<file path="src/rtl/uart_top_core.sv">
// ============================================================================
// Module   : uart_top_core
// Brief    : 8N1 UART with a 16x oversampling tick generator, a receiver, a
//            transmitter and a first-word-fall-through FIFO per direction.
// Revision : 1.0 - initial release
// ============================================================================
`default_nettype none
`timescale 1ns/1ps

module uart_top_core_fifo #(
  parameter int NB_DATA = 8,
  parameter int NB_ADDR = 4
) (
  input  logic               clk,
  input  logic               i_rst,
  input  logic               i_wr,
  input  logic [NB_DATA-1:0] i_wdata,
  input  logic               i_rd,
  output logic [NB_DATA-1:0] o_rdata,
  output logic               o_empty,
  output logic               o_full
);
  localparam int               c_DEPTH   = 2**NB_ADDR;
  localparam logic [NB_ADDR-1:0] c_PTR_ONE = {{(NB_ADDR-1){1'b0}}, 1'b1};

  logic [NB_DATA-1:0] r_mem [c_DEPTH];
  logic [NB_ADDR-1:0] r_wr_ptr;
  logic [NB_ADDR-1:0] r_rd_ptr;
  logic               r_empty;
  logic               r_full;
  logic               w_do_wr;
  logic               w_do_rd;
  logic [NB_ADDR-1:0] w_wr_ptr_nxt;
  logic [NB_ADDR-1:0] w_rd_ptr_nxt;

  // A write into a full FIFO is only honoured when a read frees a slot in the same cycle
  assign w_do_wr      = i_wr & (~r_full | i_rd);
  assign w_do_rd      = i_rd & ~r_empty;
  assign w_wr_ptr_nxt = r_wr_ptr + c_PTR_ONE;
  assign w_rd_ptr_nxt = r_rd_ptr + c_PTR_ONE;

  // Storage array, cleared on reset so the head reads zero
  always_ff @(posedge clk or negedge i_rst) begin
    if (!i_rst) begin
      for (int i = 0; i < c_DEPTH; i++) r_mem[i] <= '0;
    end else if (w_do_wr) begin
      r_mem[r_wr_ptr] <= i_wdata;
    end
  end

  // Pointers and registered occupancy flags
  always_ff @(posedge clk or negedge i_rst) begin
    if (!i_rst) begin
      r_wr_ptr <= '0;
      r_rd_ptr <= '0;
      r_empty  <= 1'b1;
      r_full   <= 1'b0;
    end else begin
      if (w_do_wr) r_wr_ptr <= w_wr_ptr_nxt;
      if (w_do_rd) r_rd_ptr <= w_rd_ptr_nxt;
      if (w_do_wr && !w_do_rd) begin
        r_empty <= 1'b0;
        r_full  <= (w_wr_ptr_nxt == r_rd_ptr);
      end else if (w_do_rd && !w_do_wr) begin
        r_full  <= 1'b0;
        r_empty <= (w_rd_ptr_nxt == r_wr_ptr);
      end
    end
  end

  assign o_rdata = r_mem[r_rd_ptr];
  assign o_empty = r_empty;
  assign o_full  = r_full;
endmodule

module uart_top_core #(
  parameter int NB_COUNTER   = 9,
  parameter int NB_DATA      = 8,
  parameter int NB_FIFO_ADDR = 4
) (
  input  logic                  clk,
  input  logic                  i_rst,
  input  logic                  i_rx,
  input  logic [NB_COUNTER-1:0] i_tick_cmp,
  input  logic                  i_wr,
  input  logic [NB_DATA-1:0]    i_wdata,
  input  logic                  i_tx_start,
  input  logic                  i_rd,
  output logic                  o_tx,
  output logic                  o_tx_done,
  output logic                  o_tx_empty,
  output logic                  o_tx_full,
  output logic [NB_DATA-1:0]    o_rdata,
  output logic                  o_rx_done,
  output logic                  o_rx_empty,
  output logic                  o_rx_full
);
  localparam int                    c_NB_BITCNT = (NB_DATA > 1) ? $clog2(NB_DATA) : 1;
  localparam logic [c_NB_BITCNT-1:0] c_LAST_BIT  = c_NB_BITCNT'(NB_DATA - 1);
  localparam logic [c_NB_BITCNT-1:0] c_BIT_ONE   = {{(c_NB_BITCNT-1){1'b0}}, 1'b1};
  localparam logic [NB_COUNTER-1:0]  c_CNT_ONE   = {{(NB_COUNTER-1){1'b0}}, 1'b1};

  typedef enum logic [1:0] {
    S_IDLE  = 2'd0,
    S_START = 2'd1,
    S_DATA  = 2'd2,
    S_STOP  = 2'd3
  } t_state;

  // ---------------- oversample tick generator ----------------
  logic [NB_COUNTER-1:0] r_tick_cnt;
  logic                  w_tick;

  assign w_tick = (r_tick_cnt == (i_tick_cmp - c_CNT_ONE));

  // Free-running divider, one tick every i_tick_cmp clocks
  always_ff @(posedge clk or negedge i_rst) begin
    if (!i_rst)      r_tick_cnt <= '0;
    else if (w_tick) r_tick_cnt <= '0;
    else             r_tick_cnt <= r_tick_cnt + c_CNT_ONE;
  end

  // ---------------- receiver ----------------
  logic                   r_rx_meta;
  logic                   r_rx_sync;
  t_state                 r_rx_state;
  logic [3:0]             r_rx_s;
  logic [c_NB_BITCNT-1:0] r_rx_n;
  logic [NB_DATA-1:0]     r_rx_shift;
  logic                   r_rx_done;

  // Two-flop synchroniser on the asynchronous serial input, idles high
  always_ff @(posedge clk or negedge i_rst) begin
    if (!i_rst) begin
      r_rx_meta <= 1'b1;
      r_rx_sync <= 1'b1;
    end else begin
      r_rx_meta <= i_rx;
      r_rx_sync <= r_rx_meta;
    end
  end

  // Receive FSM: centre on the start bit, then sample every 16 ticks
  always_ff @(posedge clk or negedge i_rst) begin
    if (!i_rst) begin
      r_rx_state <= S_IDLE;
      r_rx_s     <= '0;
      r_rx_n     <= '0;
      r_rx_shift <= '0;
      r_rx_done  <= 1'b0;
    end else begin
      r_rx_done <= 1'b0;
      case (r_rx_state)
        S_IDLE: begin
          if (!r_rx_sync) begin
            r_rx_state <= S_START;
            r_rx_s     <= '0;
          end
        end
        S_START: begin
          if (w_tick) begin
            if (r_rx_s == 4'd7) begin
              if (!r_rx_sync) begin
                r_rx_state <= S_DATA;
                r_rx_s     <= '0;
                r_rx_n     <= '0;
              end else begin
                r_rx_state <= S_IDLE;   // low pulse too short: treat as a glitch
              end
            end else begin
              r_rx_s <= r_rx_s + 4'd1;
            end
          end
        end
        S_DATA: begin
          if (w_tick) begin
            if (r_rx_s == 4'd15) begin
              r_rx_s     <= '0;
              r_rx_shift <= {r_rx_sync, r_rx_shift[NB_DATA-1:1]};
              if (r_rx_n == c_LAST_BIT) r_rx_state <= S_STOP;
              else                      r_rx_n     <= r_rx_n + c_BIT_ONE;
            end else begin
              r_rx_s <= r_rx_s + 4'd1;
            end
          end
        end
        S_STOP: begin
          if (w_tick) begin
            if (r_rx_s == 4'd15) begin
              r_rx_state <= S_IDLE;
              r_rx_done  <= 1'b1;
            end else begin
              r_rx_s <= r_rx_s + 4'd1;
            end
          end
        end
        default: r_rx_state <= S_IDLE;
      endcase
    end
  end

  // ---------------- transmitter ----------------
  t_state                 r_tx_state;
  logic [3:0]             r_tx_s;
  logic [c_NB_BITCNT-1:0] r_tx_n;
  logic [NB_DATA-1:0]     r_tx_shift;
  logic                   r_tx;
  logic                   r_tx_done;
  logic                   w_tx_pop;
  logic                   w_tx_empty;
  logic [NB_DATA-1:0]     w_tx_head;

  assign w_tx_pop = (r_tx_state == S_IDLE) && i_tx_start && !w_tx_empty;

  // Transmit FSM with a registered serial output
  always_ff @(posedge clk or negedge i_rst) begin
    if (!i_rst) begin
      r_tx_state <= S_IDLE;
      r_tx_s     <= '0;
      r_tx_n     <= '0;
      r_tx_shift <= '0;
      r_tx       <= 1'b1;
      r_tx_done  <= 1'b0;
    end else begin
      r_tx_done <= 1'b0;
      case (r_tx_state)
        S_IDLE: begin
          if (w_tx_pop) begin
            r_tx_state <= S_START;
            r_tx_s     <= '0;
            r_tx_shift <= w_tx_head;
            r_tx       <= 1'b0;
          end
        end
        S_START: begin
          if (w_tick) begin
            if (r_tx_s == 4'd15) begin
              r_tx_state <= S_DATA;
              r_tx_s     <= '0;
              r_tx_n     <= '0;
              r_tx       <= r_tx_shift[0];
            end else begin
              r_tx_s <= r_tx_s + 4'd1;
            end
          end
        end
        S_DATA: begin
          if (w_tick) begin
            if (r_tx_s == 4'd15) begin
              r_tx_s <= '0;
              if (r_tx_n == c_LAST_BIT) begin
                r_tx_state <= S_STOP;
                r_tx       <= 1'b1;
              end else begin
                r_tx_n     <= r_tx_n + c_BIT_ONE;
                r_tx_shift <= r_tx_shift >> 1;
                r_tx       <= r_tx_shift[1];
              end
            end else begin
              r_tx_s <= r_tx_s + 4'd1;
            end
          end
        end
        S_STOP: begin
          if (w_tick) begin
            if (r_tx_s == 4'd15) begin
              r_tx_state <= S_IDLE;
              r_tx_done  <= 1'b1;
            end else begin
              r_tx_s <= r_tx_s + 4'd1;
            end
          end
        end
        default: r_tx_state <= S_IDLE;
      endcase
    end
  end

  // ---------------- FIFOs ----------------
  uart_top_core_fifo #(.NB_DATA(NB_DATA), .NB_ADDR(NB_FIFO_ADDR)) u_tx_fifo (
    .clk     (clk),
    .i_rst   (i_rst),
    .i_wr    (i_wr),
    .i_wdata (i_wdata),
    .i_rd    (w_tx_pop),
    .o_rdata (w_tx_head),
    .o_empty (w_tx_empty),
    .o_full  (o_tx_full)
  );

  uart_top_core_fifo #(.NB_DATA(NB_DATA), .NB_ADDR(NB_FIFO_ADDR)) u_rx_fifo (
    .clk     (clk),
    .i_rst   (i_rst),
    .i_wr    (r_rx_done),
    .i_wdata (r_rx_shift),
    .i_rd    (i_rd),
    .o_rdata (o_rdata),
    .o_empty (o_rx_empty),
    .o_full  (o_rx_full)
  );

  assign o_tx       = r_tx;
  assign o_tx_done  = r_tx_done;
  assign o_tx_empty = w_tx_empty;
  assign o_rx_done  = r_rx_done;
endmodule

`default_nettype wire

</file>
<file path="config.mk">
export PLATFORM = sky130hd
export DESIGN_NAME = uart_top_core
export DESIGN_NICKNAME = d
export VERILOG_FILES = /design/src/rtl/uart_top_core.sv
export SDC_FILE = /design/constraint.sdc
export NUM_CORES = 1
export LEC_CHECK = 0
export CORE_ASPECT_RATIO = 1.1
export CORE_MARGIN = 5
export CORE_UTILIZATION = 55
export CTS_CLUSTER_DIAMETER = 60
export CTS_CLUSTER_SIZE = 10
export DETAILED_ROUTE_END_ITERATION = 10
export PLACE_DENSITY_LB_ADDON = 0.2
export SLEW_MARGIN = 30
export SYNTH_ARGS = -nofsm -noshare
export SYNTH_HDL_FRONTEND = slang
export SYNTH_SLANG_ARGS = --single-unit
</file>
<file path="constraint.sdc">
create_clock -name clk -period 3.56 [get_ports clk]
set_clock_uncertainty 0.1 [all_clocks]
set_input_delay 0.356 -clock clk [delete_from_list [all_inputs] [get_ports clk]]
set_output_delay 0.356 -clock clk [all_outputs]
set_load 0.01 [all_outputs]
</file>
Word-level counts from Yosys, hierarchy flattened. Cells that the tools add are included.

Logic and storage cells: 238. Output and inout bits: 15. Flip-flop bits (word level): 324. Input bits: 23.

Bitwise logic cells: 14. Reductions and logical operators: 31. Equal/unequal tests: 38. Multiplexer cells: 85. $lt $le $gt $ge: 6. Add/sub/neg operators: 10.

Operators with widths (count): bitwise mux 128 bit (2); 2-to-1 mux 8 bit (10); binary-select mux 8 bit (select 4 bit) (2); demux 8 bit (select 4 bit) (2); 2-to-1 mux 4 bit (12); inequality test 2 bit (second input constant) (20); 2-to-1 mux 2 bit (17); 2-to-1 mux 3 bit (11); adder 4 x 1 -> 4 bit (second input constant) (6); >= comparator 5 bit (second input constant) (4); 2-to-1 mux 1 bit (20); NOT 4 -> 5 bit (4); == test 4 bit (4); case mux 2 bit (4 select lines) (2); case mux 4 bit (4 select lines) (1); case mux 8 bit (2 select lines) (1); AND reduction 8 bit (2); case mux 3 bit (2 select lines) (2); case mux 4 bit (3 select lines) (1); AND reduction 6 bit (2); less-than comparator 5 x 1 -> 1 bit (second input constant) (2); nonzero test 2 bit (5); adder 9 x 1 -> 9 bit (second input constant) (1); == test 9 bit (1); 22 further kinds (50).

Longest topological paths before layout.
Depth in word-level cells: 9. Depth in mapped cells: 12. Depth with buffers taken out: 9.

Modules after synthesis. A second synthesis with hierarchy kept.

Cells, all modules: 1112. Area total of the unflattened synthesis: 16016.6 um^2.

By module, submodules not included: uart_top_core_fifo (u_tx_fifo) (times used 1, sequential area each 3454.6 um^2, cells each 414, area each 6575.1 um^2); uart_top_core_fifo (u_rx_fifo) (times used 1, sequential area each 3454.6 um^2, cells each 417, area each 6556.3 um^2); uart_top_core (times used 1, sequential area each 1204.9 um^2, cells each 281, area each 2885.3 um^2).

Least setup slack after synthesis. OpenSTA, ideal clock, no wires.

Kind: flip-flop to flip-flop. From: register u_tx_fifo.r_rd_ptr[0]. To: register r_tx_shift[6]. Setup slack: 999 ps. Buffers on the path: 2. Required time: 3335 ps. Arrival time: 2336 ps. Cell stages (with the launch flop): 8. Period minus slack after synthesis: 2561 ps. Setup time: 125 ps. Path through: dfrtp_1 > clkbuf_1 > buf_2 > mux4_2 > mux2_2 > a211oi_1 > a21oi_1 > mux2_4.

Cells in the longest elaborated chain, start to end: 6.

Ends and longest elaborated chain: start: declaration (RTL line 28) `logic [NB_ADDR-1:0] r_rd_ptr;`; start signal: assignment (RTL line 60) `if (w_do_rd) r_rd_ptr <= w_rd_ptr_nxt;`; NOT 4 -> 5 bit (not written as such) (RTL line 71) `assign o_rdata = r_mem[r_rd_ptr];`; binary-select mux 8 bit (select 4 bit) (RTL line 71); 2-to-1 mux 8 bit (not written as such) (2 in series) (RTL line 71); 2-to-1 mux 8 bit (RTL line 228) `if (w_tx_pop) begin`; case mux 8 bit (2 select lines) (RTL line 226) `case (r_tx_state)`; end signal: assignment (RTL line 231) `r_tx_shift <= w_tx_head;`; end signal: assignment (RTL line 256) `r_tx_shift <= r_tx_shift >> 1;`; end: declaration (RTL line 206) `logic [NB_DATA-1:0] r_tx_shift;`.

No other way between the ends. The select of a mux whose other input is x is not followed. A chain may end at the register's enable or synchronous reset.

Worst setup path in the final report.
From: register u_rx_fifo.r_rd_ptr[2]. To: output port o_rdata[2].

Cells in the longest elaborated chain, start to end: 4.

Ends and longest elaborated chain: start: declaration (RTL line 28); start signal: assignment (RTL line 60); NOT 4 -> 5 bit (not written as such) (RTL line 71); binary-select mux 8 bit (select 4 bit) (RTL line 71); 2-to-1 mux 8 bit (not written as such) (2 in series) (RTL line 71); end: declaration (RTL line 93) `output logic [NB_DATA-1:0] o_rdata,`.

No other way between the ends. The select of a mux whose other input is x is not followed.

==> reports/summary.txt <==
DRT
--------------------------------------------------------------------------------
Total number of vias                                                        9235
Length of the first detailed-routing pass in iterations                        5
Average routed wire per standard cell                                    20.2 um
Violation count after the first detailed-route iteration                     670
Vias per cell                                                               5.99
Final ANT Viol Nets                                                            0
Number of design rule violations left after detail routing                     0
DRT Wirelength                                                          31100 um

SYNTHESIS
--------------------------------------------------------------------------------
Total of flip-flops plus latches after synthesis                             324
Synth area leaders                                                  sky130_fd_sc_hd__dfrtp_1 51%, sky130_fd_sc_hd__mux2_2 21%, sky130_fd_sc_hd__mux4_2 7.2%
Distinct cell type count after synthesis                                      57
Number of warnings issued by yosys                                             0
Netlist area before placement                                         15600 um^2
Sequential area share after synthesis                                      0.521
Synth Area per Inst                                                    13.7 um^2
Post-synth ARST share                                                       1.00
Synthesized instance count                                                  1136
Ys flop type                                                        sky130_fd_sc_hd__dfrtp_1
Post-synthesis net count                                                    1184
Biggest area consumer among synthesized cells                       sky130_fd_sc_hd__dfrtp_1
Synth top area share                                                       0.513
Count of flip-flops with a built-in enable after synthesis                     0

TIMING
--------------------------------------------------------------------------------
Final number of hold-violating endpoints                                       0
Total negative slack for setup checks                                       0 ns
Fin crit period                                                          3.33 ns
Max-slew headroom at the worst pin                                         0.409
Slew at the pin with the worst max-slew slack                           0.886 ns
Unrepaired setup endpoints after global routing                               no
# setup viols final                                                            0
Max-slew violation count                                                       0
Timing-limited maximum frequency                                       0.300 GHz
Fin crit share                                                             0.936

CRITICAL PATH
--------------------------------------------------------------------------------
CP max stage delay                                                       0.71 ns
Critical path data arrival time                                          2.88 ns
Category of the worst setup path launch point                          flip-flop
Worst path top cell family by delay                                 buffers and inverters
CP Data Required Time                                                    3.10 ns
Critical path buffers and inverters                                            2
Cell with the largest stage delay on the worst path                 sky130_fd_sc_hd__dfrtp_1
Highest fanout seen on the critical path                                      14
Endpoint type of the worst setup path                                output port
Most common cell type on the critical path                          sky130_fd_sc_hd__nand2_1
Sequence of cells on the critical path                              nor2b_1, buf_4, nand2_1, nand2_1, a21oi_1, a22oi_1, nand2_1, clkdlybuf4s50_1
Type of the worst setup path                                          reg -> out

CLOCK NETWORK
--------------------------------------------------------------------------------
Clock-pin transition on the worst setup and hold timing paths            0.05 ns
Root Buffer Master                                                  sky130_fd_sc_hd__clkbuf_16
Total number of H-tree levels                                                  2
Number of gates given a new drive strength after cts                           0
Number of sinks driven by the clock tree                                     324
CTS tree                                                                     yes
Max Buffers Root-to-Sink                                                       3
Later-pin clock latency in the skew report                               0.52 ns
Inserted Clock Buffers                                                        39

FLOORPLANNING
--------------------------------------------------------------------------------
Std cell rows                                                                 64
Area of the die                                                       31800 um^2
Horiz. Die Dim                                                            170 um
Io pins                                                                       38
Overall die height                                                        186 um
Core Region                                                           27900 um^2
Initial cell density of the core                                           0.559

FINISH
--------------------------------------------------------------------------------
Final-layout fill cell count                                                2144
Syn-to-layout area delta                                                   12.0%
Highest-count cells in the layout ignoring fill and taps            317 x sky130_fd_sc_hd__dfrtp_1, 285 x sky130_fd_sc_hd__mux2_2, 50 x sky130_fd_sc_hd__mux4_2, 42 x sky130_fd_sc_hd__nand2_1, 41 x sky130_fd_sc_hd__nand3_1
Ratio of cells with drive above 1 in the final layout                      0.358
N_diodes                                                                       0
Number of nets in the layout                                                1216
Final instance count without filler cells                                   1542
Most common library cell in the layout ignoring fill and taps       sky130_fd_sc_hd__dfrtp_1

POWER
--------------------------------------------------------------------------------
Static Leakage                                                           8.01 nW
Total Power                                                              13.2 mW
Power per unit of standard cell area                                 756 nW/um^2
Worst voltage drop across the vdd grid                                 0.00107 V

HOLD PATH
--------------------------------------------------------------------------------
Type of the worst min-delay path                                       in -> reg

GRT
--------------------------------------------------------------------------------
Number of antenna violations at the first check in global routing              0
Global-route congestion overflow total                                         0
Vias in the first global route                                              9890
Maximum number of pins on one net before global-route repair                  99
Overall Global Routing Usage                                               0.203
Wire length of the first global-routing pass                            52600 um

PLACED DESIGN
--------------------------------------------------------------------------------
Routability congestion estimate                                            0.786
Post-DP HPWL                                                            20600 um
Placed cell count                                                           1489
Number of port buffers                                                        37

RUN
--------------------------------------------------------------------------------
Max Cap Viol                                                                   0

STATUS
--------------------------------------------------------------------------------
Outcome                                                             finished, final reports clean

[logic make-up after synthesis]
group | Yosys count | synth area share
AOI/OAI and AO/OA | 100 | 0.0419
xor gates and xnor gates | 50 | 0.0281
adders and majority gates | 25 | 0.0201
buffers and inverters | 85 | 0.0225
DFF | 324 | 0.521
muxes | 379 | 0.309
and+or+nand+nor | 173 | 0.0572
[synth_stat cells (9+ instances only)]
| library cell | number |
|---|---|
| sky130_fd_sc_hd__nand4_1 | 11 |
| sky130_fd_sc_hd__xnor2_1 | 32 |
| sky130_fd_sc_hd__clkbuf_1 | 44 |
| sky130_fd_sc_hd__o21ai_0 | 33 |
| sky130_fd_sc_hd__a21oi_1 | 20 |
| sky130_fd_sc_hd__xor2_1 | 18 |
| sky130_fd_sc_hd__nand3_1 | 41 |
| sky130_fd_sc_hd__mux2i_1 | 36 |
| sky130_fd_sc_hd__nand2_1 | 42 |
| sky130_fd_sc_hd__mux2_2 | 285 |
| sky130_fd_sc_hd__buf_1 | 13 |
| sky130_fd_sc_hd__nor2_1 | 36 |
| sky130_fd_sc_hd__mux4_2 | 50 |
| sky130_fd_sc_hd__inv_1 | 20 |
| sky130_fd_sc_hd__a221oi_1 | 9 |
| sky130_fd_sc_hd__a22oi_1 | 9 |
| sky130_fd_sc_hd__dfrtp_1 | 319 |
| sky130_fd_sc_hd__ha_1 | 25 |
[sequential cells by signal, summed over array words and instances, names as in the netlist, 2 cells and up, named ones only]
| register | cells |
|---|---|
| u_rx_fifo.r_rd_ptr | 4 |
| u_rx_fifo.r_mem | 128 |
| u_tx_fifo.r_wr_ptr | 4 |
| u_tx_fifo.r_mem | 128 |
| r_rx_s | 4 |
| r_tick_cnt | 9 |
| r_rx_n | 3 |
| r_tx_n | 3 |
| r_tx_state | 2 |
| r_rx_shift | 8 |
| r_tx_shift | 8 |
| u_rx_fifo.r_wr_ptr | 4 |
| u_tx_fifo.r_rd_ptr | 4 |
| r_tx_s | 4 |
[power breakdown]
part,internal [mW],switching [mW],total [mW],leakage (nW)
clock,2.04,1.41,3.45,0.523
sequential,4.59,0.727,5.32,4.22
combinational,2.45,1.97,4.42,3.26
[layer usage]
metal | track usage | routed length (um) | vias to the layer above
met5 | 0 | 0 | -
met1 | 0.273 | 13600 | 4763
met4 | 0.0624 | 939 | 0
met2 | 0.342 | 15500 | 165
li1 | - | - | 4234
met3 | 0.0294 | 1030 | 73
[path summary, 6_finish.rpt]
check	startpoint	endpoint	slack (ns)	cells past startpoint
hold / removal	i_rx	r_rx_meta	0.15	1
max in group asynchronous	i_rst	r_rx_meta	2.10	3
hold reg to reg	r_rx_meta	r_rx_sync	0.27	0
setup / recovery	u_rx_fifo.r_rd_ptr[2]	o_rdata[2]	0.23	8
min in group asynchronous	i_rst	u_rx_fifo.r_mem[27]	0.38	2
setup reg to reg	u_tx_fifo.r_rd_ptr[0]	r_tx_shift[2]	0.79	7
[what timing repair did]
| action | in CTS | in global routing |
|---|---|---|
| hold buffers | 1 | 0 |
| buffers inserted | 0 | 0 |
| endpoints found under the hold margin | 93 | 0 |
[per-stage QoR]
stage	cell area (um^2)	setup slack (ns)	util	hold WS [ns]
6_report	17400	0.227	0.626	0.152
5_1_grt	17400	0.0934	0.626	0.127
3_5_place_dp	16400	0.178	0.587	0.267
2_1_floorplan	15600	0.999	-	-0.0396
3_3_place_gp	16400	0.213	0.587	0.263
4_1_cts	17400	0.240	0.626	0.131
[final cells by class]
type / instances / area, um^2 / area share
Clock buffer: 45 / 998 / 0.0573
Clock inverter: 7 / 73.8 / 0.00423
Inverter: 20 / 75.1 / 0.00431
Multi-Input combinational cell: 727 / 7110 / 0.408
Sequential cell: 324 / 8120 / 0.465
Tap cell: 363 / 454 / 0.0260
Timing Repair Buffer: 56 / 608 / 0.0349
No activity file was read; power rests on OpenSTA's default activity.
